==> src/rtl/vga_timing_pkg.sv <==
// vga_timing_pkg: 640x480@60 VGA640_* timing constants and line/frame length helper
package vga_timing_pkg;
  localparam int VGA640_DIV       = 2;
  localparam int VGA640_H_VISIBLE = 640;
  localparam int VGA640_H_FRONT   = 16;
  localparam int VGA640_H_SYNC    = 96;
  localparam int VGA640_H_BACK    = 48;
  localparam int VGA640_V_VISIBLE = 480;
  localparam int VGA640_V_FRONT   = 10;
  localparam int VGA640_V_SYNC    = 2;
  localparam int VGA640_V_BACK    = 33;
  function automatic int total(int vis, int front, int sync, int back);
    return vis + front + sync + back;
  endfunction
endpackage

==> src/rtl/vga_timing_if.sv <==
// vga_timing_if: raster timing bundle (pix_ce, x, y, hsync, vsync, de, line_start, frame_start, frame_cnt); master drives, slave consumes
interface vga_timing_if #(parameter int CNT_W = 11, parameter int FRAME_W = 8);
  logic               pix_ce;
  logic [CNT_W-1:0]   x;
  logic [CNT_W-1:0]   y;
  logic               hsync;
  logic               vsync;
  logic               de;
  logic               line_start;
  logic               frame_start;
  logic [FRAME_W-1:0] frame_cnt;
  modport master(output pix_ce, x, y, hsync, vsync, de, line_start, frame_start, frame_cnt);
  modport slave(input pix_ce, x, y, hsync, vsync, de, line_start, frame_start, frame_cnt);
endinterface

==> src/rtl/pixel_ce_gen.sv <==
// pixel_ce_gen: registered one-cycle pixel enable every DIV clocks (CLOCK_50, reset in; pix_ce_o out; constant 1 when DIV=1)
module pixel_ce_gen #(
  parameter int DIV = 2
) (
  input  logic CLOCK_50,
  input  logic reset,
  output logic pix_ce_o
);
  localparam int DW = DIV > 1 ? $clog2(DIV) : 1;
  localparam logic [DW-1:0] LAST = DW'(DIV - 1);
  logic [DW-1:0] div_cnt_q, div_cnt_d;
  logic          pix_ce_q;
  assign div_cnt_d = (reset || div_cnt_q == LAST) ? '0 : div_cnt_q + 1'b1;
  always_ff @(posedge CLOCK_50) begin
    div_cnt_q <= div_cnt_d;
    pix_ce_q  <= reset ? (DIV == 1) : (div_cnt_d == LAST);
  end
  assign pix_ce_o = pix_ce_q;
endmodule

==> src/rtl/vga_timing_gen.sv <==
// vga_timing_gen: parametrised VGA raster timing (CLOCK_50, reset in; vga_timing_if.master out); VGA_TIMING_PIPE_EN adds one pixel of output latency
module vga_timing_gen
  import vga_timing_pkg::*;
#(
  parameter int DIV       = VGA640_DIV,
  parameter int H_VISIBLE = VGA640_H_VISIBLE,
  parameter int H_FRONT   = VGA640_H_FRONT,
  parameter int H_SYNC    = VGA640_H_SYNC,
  parameter int H_BACK    = VGA640_H_BACK,
  parameter int V_VISIBLE = VGA640_V_VISIBLE,
  parameter int V_FRONT   = VGA640_V_FRONT,
  parameter int V_SYNC    = VGA640_V_SYNC,
  parameter int V_BACK    = VGA640_V_BACK,
  parameter bit HS_POL    = 1'b0,
  parameter bit VS_POL    = 1'b0,
  parameter int CNT_W     = 11,
  parameter int FRAME_W   = 8
) (
  input logic          CLOCK_50,
  input logic          reset,
  vga_timing_if.master vga
);
  localparam int H_TOTAL = total(H_VISIBLE, H_FRONT, H_SYNC, H_BACK);
  localparam int V_TOTAL = total(V_VISIBLE, V_FRONT, V_SYNC, V_BACK);
  if (H_TOTAL > 2 ** CNT_W || V_TOTAL > 2 ** CNT_W) begin : g_cnt_w_err
    $error("vga_timing_gen: CNT_W too small for H_TOTAL/V_TOTAL");
  end
  localparam logic [CNT_W-1:0] X_LAST = CNT_W'(H_TOTAL - 1);
  localparam logic [CNT_W-1:0] Y_LAST = CNT_W'(V_TOTAL - 1);
  localparam logic [CNT_W:0]   HV  = (CNT_W+1)'(H_VISIBLE);
  localparam logic [CNT_W:0]   HS0 = (CNT_W+1)'(H_VISIBLE + H_FRONT);
  localparam logic [CNT_W:0]   HS1 = (CNT_W+1)'(H_VISIBLE + H_FRONT + H_SYNC);
  localparam logic [CNT_W:0]   VV  = (CNT_W+1)'(V_VISIBLE);
  localparam logic [CNT_W:0]   VS0 = (CNT_W+1)'(V_VISIBLE + V_FRONT);
  localparam logic [CNT_W:0]   VS1 = (CNT_W+1)'(V_VISIBLE + V_FRONT + V_SYNC);
  logic               pix_ce;
  logic [CNT_W-1:0]   x_q, x_d, y_q, y_d;
  logic [CNT_W:0]     xe, ye;
  logic               hs_q, hs_d, vs_q, vs_d, de_q, de_d;
  logic               ls_q, ls_d, fs_q, fs_d, first_q, first_d;
  logic [FRAME_W-1:0] fc_q, fc_d;
  pixel_ce_gen #(.DIV(DIV)) u_pixel_ce_gen (
    .CLOCK_50(CLOCK_50),
    .reset   (reset),
    .pix_ce_o(pix_ce)
  );
  // Every registered output is decoded from the next (x,y) so it lines up with the new position.
  always_comb begin
    x_d     = reset ? X_LAST : !pix_ce ? x_q : (x_q == X_LAST) ? '0 : x_q + 1'b1;
    y_d     = reset ? Y_LAST : !(pix_ce && x_q == X_LAST) ? y_q : (y_q == Y_LAST) ? '0 : y_q + 1'b1;
    xe      = {1'b0, x_d};
    ye      = {1'b0, y_d};
    hs_d    = (!reset && xe >= HS0 && xe < HS1) ? HS_POL : !HS_POL;
    vs_d    = (!reset && ye >= VS0 && ye < VS1) ? VS_POL : !VS_POL;
    de_d    = !reset && xe < HV && ye < VV;
    ls_d    = !reset && pix_ce && x_d == '0;
    fs_d    = ls_d && y_d == '0;
    fc_d    = reset ? '0 : (fs_d && !first_q) ? fc_q + 1'b1 : fc_q;
    first_d = reset || (first_q && !fs_d);
  end
  always_ff @(posedge CLOCK_50) begin
    x_q     <= x_d;
    y_q     <= y_d;
    hs_q    <= hs_d;
    vs_q    <= vs_d;
    de_q    <= de_d;
    ls_q    <= ls_d;
    fs_q    <= fs_d;
    fc_q    <= fc_d;
    first_q <= first_d;
  end
  assign vga.pix_ce    = pix_ce;
  assign vga.frame_cnt = fc_q;
`ifdef VGA_TIMING_PIPE_EN
  logic [CNT_W-1:0] px_q, py_q;
  logic             phs_q, pvs_q, pde_q, pls_q, pfs_q;
  // Second stage shifts on pix_ce; strobes fire when the stage-one pixel 0 moves across.
  always_ff @(posedge CLOCK_50) begin
    if (reset) begin
      px_q  <= X_LAST;
      py_q  <= Y_LAST;
      phs_q <= !HS_POL;
      pvs_q <= !VS_POL;
      pde_q <= 1'b0;
      pls_q <= 1'b0;
      pfs_q <= 1'b0;
    end else begin
      if (pix_ce) begin
        px_q  <= x_q;
        py_q  <= y_q;
        phs_q <= hs_q;
        pvs_q <= vs_q;
        pde_q <= de_q;
      end
      pls_q <= pix_ce && x_q == '0;
      pfs_q <= pix_ce && x_q == '0 && y_q == '0;
    end
  end
  assign vga.x           = px_q;
  assign vga.y           = py_q;
  assign vga.hsync       = phs_q;
  assign vga.vsync       = pvs_q;
  assign vga.de          = pde_q;
  assign vga.line_start  = pls_q;
  assign vga.frame_start = pfs_q;
`else
  assign vga.x           = x_q;
  assign vga.y           = y_q;
  assign vga.hsync       = hs_q;
  assign vga.vsync       = vs_q;
  assign vga.de          = de_q;
  assign vga.line_start  = ls_q;
  assign vga.frame_start = fs_q;
`endif
endmodule

==> src/flat_wrapper.sv <==
// flat-port wrapper written by rule: the top's interface ports become plain ports
module vga_timing_gen_flat import vga_timing_pkg::*;
#(
  parameter int DIV       = VGA640_DIV,
  parameter int H_VISIBLE = VGA640_H_VISIBLE,
  parameter int H_FRONT   = VGA640_H_FRONT,
  parameter int H_SYNC    = VGA640_H_SYNC,
  parameter int H_BACK    = VGA640_H_BACK,
  parameter int V_VISIBLE = VGA640_V_VISIBLE,
  parameter int V_FRONT   = VGA640_V_FRONT,
  parameter int V_SYNC    = VGA640_V_SYNC,
  parameter int V_BACK    = VGA640_V_BACK,
  parameter bit HS_POL    = 1'b0,
  parameter bit VS_POL    = 1'b0,
  parameter int CNT_W     = 11,
  parameter int FRAME_W   = 8
)
  (CLOCK_50, reset, vga_pix_ce, vga_x, vga_y, vga_hsync, vga_vsync, vga_de, vga_line_start, vga_frame_start, vga_frame_cnt);
  vga_timing_if #(.CNT_W(CNT_W), .FRAME_W(FRAME_W)) vga_i ();
  input logic CLOCK_50;
  input logic reset;
  output wire logic [$bits(vga_i.pix_ce)-1:0] vga_pix_ce;
  output wire logic [$bits(vga_i.x)-1:0] vga_x;
  output wire logic [$bits(vga_i.y)-1:0] vga_y;
  output wire logic [$bits(vga_i.hsync)-1:0] vga_hsync;
  output wire logic [$bits(vga_i.vsync)-1:0] vga_vsync;
  output wire logic [$bits(vga_i.de)-1:0] vga_de;
  output wire logic [$bits(vga_i.line_start)-1:0] vga_line_start;
  output wire logic [$bits(vga_i.frame_start)-1:0] vga_frame_start;
  output wire logic [$bits(vga_i.frame_cnt)-1:0] vga_frame_cnt;
  assign vga_pix_ce = vga_i.pix_ce;
  assign vga_x = vga_i.x;
  assign vga_y = vga_i.y;
  assign vga_hsync = vga_i.hsync;
  assign vga_vsync = vga_i.vsync;
  assign vga_de = vga_i.de;
  assign vga_line_start = vga_i.line_start;
  assign vga_frame_start = vga_i.frame_start;
  assign vga_frame_cnt = vga_i.frame_cnt;
  vga_timing_gen #(.DIV(DIV), .H_VISIBLE(H_VISIBLE), .H_FRONT(H_FRONT), .H_SYNC(H_SYNC), .H_BACK(H_BACK), .V_VISIBLE(V_VISIBLE), .V_FRONT(V_FRONT), .V_SYNC(V_SYNC), .V_BACK(V_BACK), .HS_POL(HS_POL), .VS_POL(VS_POL), .CNT_W(CNT_W), .FRAME_W(FRAME_W)) u_core (.CLOCK_50(CLOCK_50), .reset(reset), .vga(vga_i));
endmodule
==> config.mk <==
export PLATFORM = sky130hd
export DESIGN_NAME = vga_timing_gen_flat
export DESIGN_NICKNAME = d
export VERILOG_FILES = /design/src/rtl/vga_timing_pkg.sv /design/src/rtl/vga_timing_if.sv /design/src/rtl/pixel_ce_gen.sv /design/src/rtl/vga_timing_gen.sv /design/src/flat_wrapper.sv
export SDC_FILE = /design/constraint.sdc
export NUM_CORES = 1
export LEC_CHECK = 0
export BUFFER_PORTS_ARGS = -buffer_cell sky130_fd_sc_hd__buf_2
export CORE_UTILIZATION = 50
export DETAILED_ROUTE_END_ITERATION = 10
export PLACE_DENSITY_LB_ADDON = 0.25
export SLEW_MARGIN = 20
export SYNTH_ARGS = -nofsm -noshare
export SYNTH_HDL_FRONTEND = slang
export SYNTH_SLANG_ARGS = --single-unit
==> constraint.sdc <==
create_clock -name CLOCK_50 -period 2.83 [get_ports CLOCK_50]
set_clock_uncertainty 0.2 [all_clocks]
set_input_delay 0.566 -clock CLOCK_50 [delete_from_list [all_inputs] [get_ports CLOCK_50]]
set_output_delay 0.566 -clock CLOCK_50 [all_outputs]
set_load 0.03 [all_outputs]
# Word-level counts from Yosys, hierarchy flattened
# Index checks and enable logic that the tools add are counted.
dict set report totals {
  register_bits 38
  latch_bits 0
  mem_bits_rw 0
  romBits 0
  in_bits 2
  out_inout_bits 36
  elab_cells 51
  n_memories 0
}
dict set report classes {
  addsub 4
  mul 0
  div_mod_pow 0
  n_lt_le_gt_ge 6
  eq_ne 2
  shift 0
  mux 9
  bitwise 0
  reduce_logical 19
}
# cell n
set ops {}
lappend ops {{two-way mux 11 bit} 6}
lappend ops {{adder 11 x 1 -> 11 bit (second input constant)} 2}
lappend ops {{equality test 11 x 10 -> 1 bit (second input constant)} 2}
lappend ops {{zero test 11 bit} 2}
lappend ops {{less-than comparator 11 x 10 -> 1 bit (second input constant)} 2}
lappend ops {{less-than comparator 11 x 9 -> 1 bit (second input constant)} 2}
lappend ops {{logical AND 1 bit} 12}
lappend ops {{>= comparator 11 x 10 -> 1 bit (second input constant)} 1}
lappend ops {{>= comparator 11 x 9 -> 1 bit (second input constant)} 1}
lappend ops {{adder 8 x 1 -> 8 bit (second input constant)} 1}
lappend ops {{zero test 1 bit} 3}
lappend ops {{two-way mux 1 bit} 3}
lappend ops {{logical OR 1 bit} 2}
lappend ops {{adder 1 bit (second input constant)} 1}

# Logic depth before layout (Yosys ltp)
dict set report depth {
  word_depth 10
  depth_mapped 11
}

# By module
# A second synthesis with hierarchy kept.
dict set report hier_totals {
  hier_cells 243
  area_unflattened_um2 2092.0
}
# module n_inst cells_each area_per_inst_um2 seq_area_each_um2
set by_module_without_submodules {}
lappend by_module_without_submodules {vga_timing_gen 1 239 2044.5 720.7}
lappend by_module_without_submodules {pixel_ce_gen 1 4 47.5 40.0}

# Least setup slack after synthesis
# OpenSTA, ideal clock, no wires.
dict set report synth_timing {
  path_kind {reg2reg}
  start {reg u_core.x_q[0], in the netlist u_core.vga.x[0]}
  end {reg u_core.fc_q[2], in the netlist u_core.vga.frame_cnt[2]}
  arrival_time_ns 2.893
  required_ns 2.515
  setup_slack_ns -0.378
  path_stages_with_launch 10
  cell_sequence {dfxtp_1 > ha_1 > nand4_1 > or4_4 > o21a_1 > o21ai_1 > nand4_2 > buf_2 > o31a_1 > o21a_1}
}
dict set report synth_between {
  elab_chain_len 8
}
# item line
set synth_lines {}
lappend synth_lines {{start, declared} vga_timing_gen.sv:37} ;# logic [CNT_W-1:0] x_q, x_d, y_q, y_d;
lappend synth_lines {{start signal, assigned} vga_timing_gen.sv:62} ;# x_q <= x_d;
lappend synth_lines {{adder 11 x 1 -> 11 bit / equality test 11 x 10 -> 1 bit (equally long branches)} {vga_timing_gen.sv:49, vga_timing_gen.sv:50}}
lappend synth_lines {{two-way mux 11 bit (3 in series)} vga_timing_gen.sv:49} ;# x_d = reset ? X_LAST : !pix_ce ? x_q : (x_q == X_LAST) ? '0 : x_q + 1'b1;
lappend synth_lines {{zero test 11 bit} vga_timing_gen.sv:56} ;# ls_d = !reset && pix_ce && x_d == '0;
lappend synth_lines {{logical AND 1 bit} vga_timing_gen.sv:56}
lappend synth_lines {{logical AND 1 bit (*)} vga_timing_gen.sv:57} ;# fs_d = ls_d && y_d == '0;
lappend synth_lines {{logical AND 1 bit (*)} vga_timing_gen.sv:58} ;# fc_d = reset ? '0 : (fs_d && !first_q) ? fc_q + 1'b1 : fc_q;
lappend synth_lines {{end signal, assigned} vga_timing_gen.sv:69} ;# fc_q <= fc_d;
lappend synth_lines {{end, declared} vga_timing_gen.sv:41} ;# logic [FRAME_W-1:0] fc_q, fc_d;
# Every way passes the cells marked *; elsewhere a longest branch is shown, timed or not.
# A chain may end at the register's enable or synchronous reset.

# Final worst setup path
dict set report layout_timing {
  start {reg u_core.x_q[1], in the netlist u_core.vga.x[1]}
  end {reg u_core.fc_q[4], in the netlist u_core.vga.frame_cnt[4]}
}
# The elaborated chain is that of the path after synthesis.

==> impl_metrics.xml <==
<?xml version="1.0" encoding="UTF-8"?>
<metrics>
  <group name="logic_synthesis">
    <metric name="dominant_combinational_cell_family_by_area_after_synthesis" unit="">simple AND/OR/NAND/NOR gates</metric>
    <metric name="gate_count_after_technology_mapping" unit="">252</metric>
    <metric name="postSynth.asyncResetShare" unit="%">0</metric>
    <metric name="post_synth_edffs" unit="">0</metric>
    <metric name="ys_seq_elements" unit="">38</metric>
    <metric name="syn_area_per_cell" unit="um2">8.550</metric>
    <metric name="yosys.area_share.adder" unit="%">2.323</metric>
    <metric name="synthXorXnorAreaFrac" unit="%">4.065</metric>
    <metric name="netlist-cell-type-count" unit="">60</metric>
    <metric name="post_synth_instance_area" unit="um2">2155</metric>
    <metric name="synth_flop_cell" unit="">sky130_fd_sc_hd__dfxtp_1</metric>
    <metric name="yosysSeqAreaShare" unit="%">35.31</metric>
    <metric name="fraction_of_the_mapped_netlist_area_in_compound_gates" unit="%">17.25</metric>
    <metric name="syn_nets" unit="">258</metric>
    <metric name="synth-simple-area-share" unit="%">31.82</metric>
    <metric name="yosys-mux-area-fraction" unit="%">2.904</metric>
    <metric name="number_of_warnings_reported_in_the_yosys_synthesis_log" unit="">0</metric>
  </group>
  <group name="placed_design">
    <metric name="sum_of_net_half_perimeters_after_detailed_placement" unit="um">4246</metric>
    <metric name="place_ws" unit="ps">-196.7</metric>
    <metric name="io_buffer_count" unit="">37</metric>
    <metric name="number_of_cells_after_detailed_placement" unit="">378</metric>
    <metric name="place_congestion" unit="">0.9928</metric>
  </group>
  <group name="drt">
    <metric name="wire_per_inst" unit="um">16.73</metric>
    <metric name="detail_route.iter0.violations" unit="">320</metric>
    <metric name="wl" unit="um">6591</metric>
    <metric name="detail_route.vias_per_cell" unit="">6.175</metric>
    <metric name="detail_route.first_pass.iterations" unit="">5</metric>
    <metric name="ant_nets" unit="">0</metric>
    <metric name="num_vias" unit="">2433</metric>
    <metric name="drc" unit="">0</metric>
  </group>
  <group name="worst_setup_path">
    <metric name="timing.critical_path.from_type" unit="">register</metric>
    <metric name="cp_data_arrival_time" unit="ps">2930</metric>
    <metric name="crit_fanout" unit="">6</metric>
    <metric name="worstSetupEndpointType" unit="">register</metric>
    <metric name="worstSetupPathType" unit="">reg -&gt; reg</metric>
    <metric name="cp_data_required_time" unit="ps">2860</metric>
  </group>
  <group name="power">
    <metric name="p_int" unit="uW">979.7</metric>
    <metric name="p_comb_share" unit="%">34.8</metric>
    <metric name="power_density" unit="nW/um2">483.5</metric>
    <metric name="seqPwrFrac" unit="%">40.1</metric>
    <metric name="sw_frac_of_total" unit="%">34.14</metric>
    <metric name="ir_drop" unit="V">0.0003585</metric>
    <metric name="p_clk_share" unit="%">25.1</metric>
    <metric name="power.net_switching" unit="uW">507.8</metric>
    <metric name="leakage" unit="nW">1.276</metric>
    <metric name="post-layout-total-power" unit="mW">1.488</metric>
  </group>
  <group name="timing">
    <metric name="number_of_slew_limit_violations_in_the_final_report" unit="">0</metric>
    <metric name="timing.final.hold_violations" unit="">0</metric>
    <metric name="rsz0062_at_grt" unit="">yes</metric>
    <metric name="setup_viol_count_final" unit="">6</metric>
    <metric name="period_share" unit="%">102.6</metric>
    <metric name="max-slew-margin-rel" unit="%">67.90</metric>
    <metric name="final.min_clock_period" unit="ps">2904</metric>
    <metric name="max_clock_freq" unit="MHz">344.4</metric>
    <metric name="fin_worst_hold_slack" unit="ps">222.5</metric>
    <metric name="max_slew.worst_pin.slew" unit="ps">476.5</metric>
    <metric name="post-route-worst-setup-slack" unit="ps">-74.02</metric>
  </group>
  <group name="floorplanning">
    <metric name="rows" unit="">23</metric>
    <metric name="die_y" unit="um">67.65</metric>
    <metric name="dieWidth" unit="um">67.65</metric>
    <metric name="placeableCoreArea" unit="um2">4058</metric>
    <metric name="die_outline_area" unit="um2">4576</metric>
    <metric name="io-pin-count" unit="">38</metric>
    <metric name="initial_core_util" unit="%">53.10</metric>
  </group>
  <group name="cts">
    <metric name="cts_htree_levels" unit="">2</metric>
    <metric name="cts-buffers-inserted" unit="">5</metric>
    <metric name="clock_tree_from_tritoncts" unit="">yes</metric>
    <metric name="hold_buffers" unit="">0</metric>
    <metric name="clock_sinks" unit="">38</metric>
    <metric name="clkTransAtPathRegs" unit="ps">70</metric>
    <metric name="cts_max_path_buffers" unit="">2</metric>
    <metric name="clock_tree.root_cell" unit="">sky130_fd_sc_hd__clkbuf_8</metric>
    <metric name="worstSkewPairLatency" unit="ps">290</metric>
  </group>
  <group name="global_route">
    <metric name="grt_use_total" unit="%">28.96</metric>
    <metric name="gr-total-overflow" unit="">0</metric>
    <metric name="via_count_of_the_first_global_routing_pass" unit="">2165</metric>
    <metric name="grt_start_max_net_pins" unit="">22</metric>
    <metric name="antenna_found_initial" unit="">0</metric>
    <metric name="first_pass_grt_wire_length" unit="um">9929</metric>
  </group>
  <group name="status">
    <metric name="violations" unit="">negative setup slack</metric>
    <metric name="outcome" unit="">complete, but fails checks</metric>
  </group>
  <group name="final_layout">
    <metric name="final_net_count" unit="">350</metric>
    <metric name="syn_to_final_growth" unit="%">42.80</metric>
    <metric name="post_route_cells_drive_above_1_share" unit="%">45.06</metric>
    <metric name="antennaDiodeCount" unit="">0</metric>
    <metric name="utilization" unit="%">75.82</metric>
    <metric name="number_of_non_filler_instances_in_the_completed_layout" unit="">394</metric>
  </group>
  <group name="min_path">
    <metric name="min-delay-path-class" unit="">reg -&gt; reg</metric>
  </group>
  <group name="run">
    <metric name="max_cap_viol_count" unit="">0</metric>
  </group>
</metrics>
## placed cells by master, fill, tap and decap left out, types with 6 or more instances in the layout
| cell type | count |
|---|---|
| sky130_fd_sc_hd__xnor2_1 | 7 |
| sky130_fd_sc_hd__o21ai_0 | 9 |
| sky130_fd_sc_hd__a21oi_1 | 10 |
| sky130_fd_sc_hd__and3_1 | 7 |
| sky130_fd_sc_hd__nand2_1 | 14 |
| sky130_fd_sc_hd__nand3_1 | 13 |
| sky130_fd_sc_hd__nor2_1 | 19 |
| sky130_fd_sc_hd__buf_4 | 63 |
| sky130_fd_sc_hd__clkbuf_8 | 6 |
| sky130_fd_sc_hd__nand4_1 | 9 |
| sky130_fd_sc_hd__dfxtp_1 | 30 |
| sky130_fd_sc_hd__buf_2 | 37 |
| sky130_fd_sc_hd__inv_1 | 12 |
## power groups by stage
stage                     Combinational, mW  Clock (mW)  Sequential [mW]
final                                 0.518       0.374            0.596
after CTS                             0.479       0.379            0.594
after detailed placement              0.453           0            0.604
after global routing                  0.547       0.409            0.598
after floorplan                       0.233           0            0.646
after global placement                0.447           0            0.603
## routing by layer
layer	part of all wire (%)	global-route usage [%]
met4	3.6	11.70
met5	0	0
met1	42	37.28
met3	7.6	6.419
met2	47	46.29
## path summary, 6_finish.rpt
path,start,end,slack [ps],cells past startpoint
max,u_core.vga.x[1]$_DFF_P_,u_core.vga.frame_cnt[4]$_SDFFE_PP0P_,-70,10
min,u_core.u_pixel_ce_gen.div_cnt_q$_DFF_P_,u_core.u_pixel_ce_gen.pix_ce_o$_SDFF_PP0_,220,1
max reg2reg,u_core.vga.x[1]$_DFF_P_,u_core.vga.frame_cnt[4]$_SDFFE_PP0P_,-70,10
min reg2reg,u_core.u_pixel_ce_gen.div_cnt_q$_DFF_P_,u_core.u_pixel_ce_gen.pix_ce_o$_SDFF_PP0_,220,1
## per-stage QoR
| step | cell area [um2] | TNS, ps |
|---|---|---|
| floorplan | 2205 | -570.6 |
| global placement | 2775 | -847.7 |
| detailed placement | 2775 | -1122 |
| CTS | 2970 | -108.3 |
| global route | 3077 | -902.8 |
| finish | 3077 | -287.9 |
## cell type report
class,instances,area [um2]
well taps,50,62.56
multi-input cells,185,1424
flip-flops and latches,38,778.2
inverters,12,45.04
clock buffers,7,86.33
fillers,290,980.9
repair buffers,102,680.7
## flip-flops by register name, summed over array words and instances, names as in the netlist
signal,count
u_core.first_q,1
u_core.u_pixel_ce_gen.div_cnt_q,1
u_core.u_pixel_ce_gen.pix_ce_o,1
u_core.vga.de,1
u_core.vga.frame_cnt,8
u_core.vga.frame_start,1
u_core.vga.hsync,1
u_core.vga.line_start,1
u_core.vga.vsync,1
u_core.vga.x,11
u_core.vga.y,11
## cell families (layout without fill, tap and decap cells)
| kind of cell | after synthesis | after routing |
|---|---|---|
| buf+inv | 30 | 121 |
| mux | 6 | 6 |
| compound gates | 53 | 53 |
| simple gates | 111 | 112 |
| xor+xnor | 10 | 10 |
| flops | 38 | 38 |
| fa+ha+maj | 4 | 4 |
## worst max-delay path, stage by stage (launching register included)
cell	delay (ps)
sky130_fd_sc_hd__dfxtp_4	360
sky130_fd_sc_hd__ha_4	140
sky130_fd_sc_hd__nand4_1	130
sky130_fd_sc_hd__buf_6	160
sky130_fd_sc_hd__or4_4	530
sky130_fd_sc_hd__a22oi_2	220
sky130_fd_sc_hd__o211a_1	200
sky130_fd_sc_hd__nand4_2	130
sky130_fd_sc_hd__buf_6	170
sky130_fd_sc_hd__or4_4	480
sky130_fd_sc_hd__a21oi_2	130
## cell usage after synthesis (all sizes together) (6+ instances only)
cell | count | share of area (%)
nor3 | 6 | 1.9
nor4 | 7 | 2.0
nand2 | 14 | 2.4
and4 | 6 | 2.4
inv | 12 | 2.1
nand3 | 14 | 3.3
nand4 | 11 | 4.2
o21ai | 12 | 2.8
buf | 10 | 2.8
a21oi | 12 | 2.8
clkbuf | 8 | 1.4
dfxtp | 38 | 35
nor2 | 19 | 3.3
and3 | 7 | 2.0
xnor2 | 7 | 2.8
## what timing repair did
item	4_1_cts	5_1_grt
buffers inserted	4	3
resized for setup	12	19
cloned	2	0
pin swaps	12	9
setup endpoints to repair	8	10
Note: power is estimated with default switching activity, not from simulation.
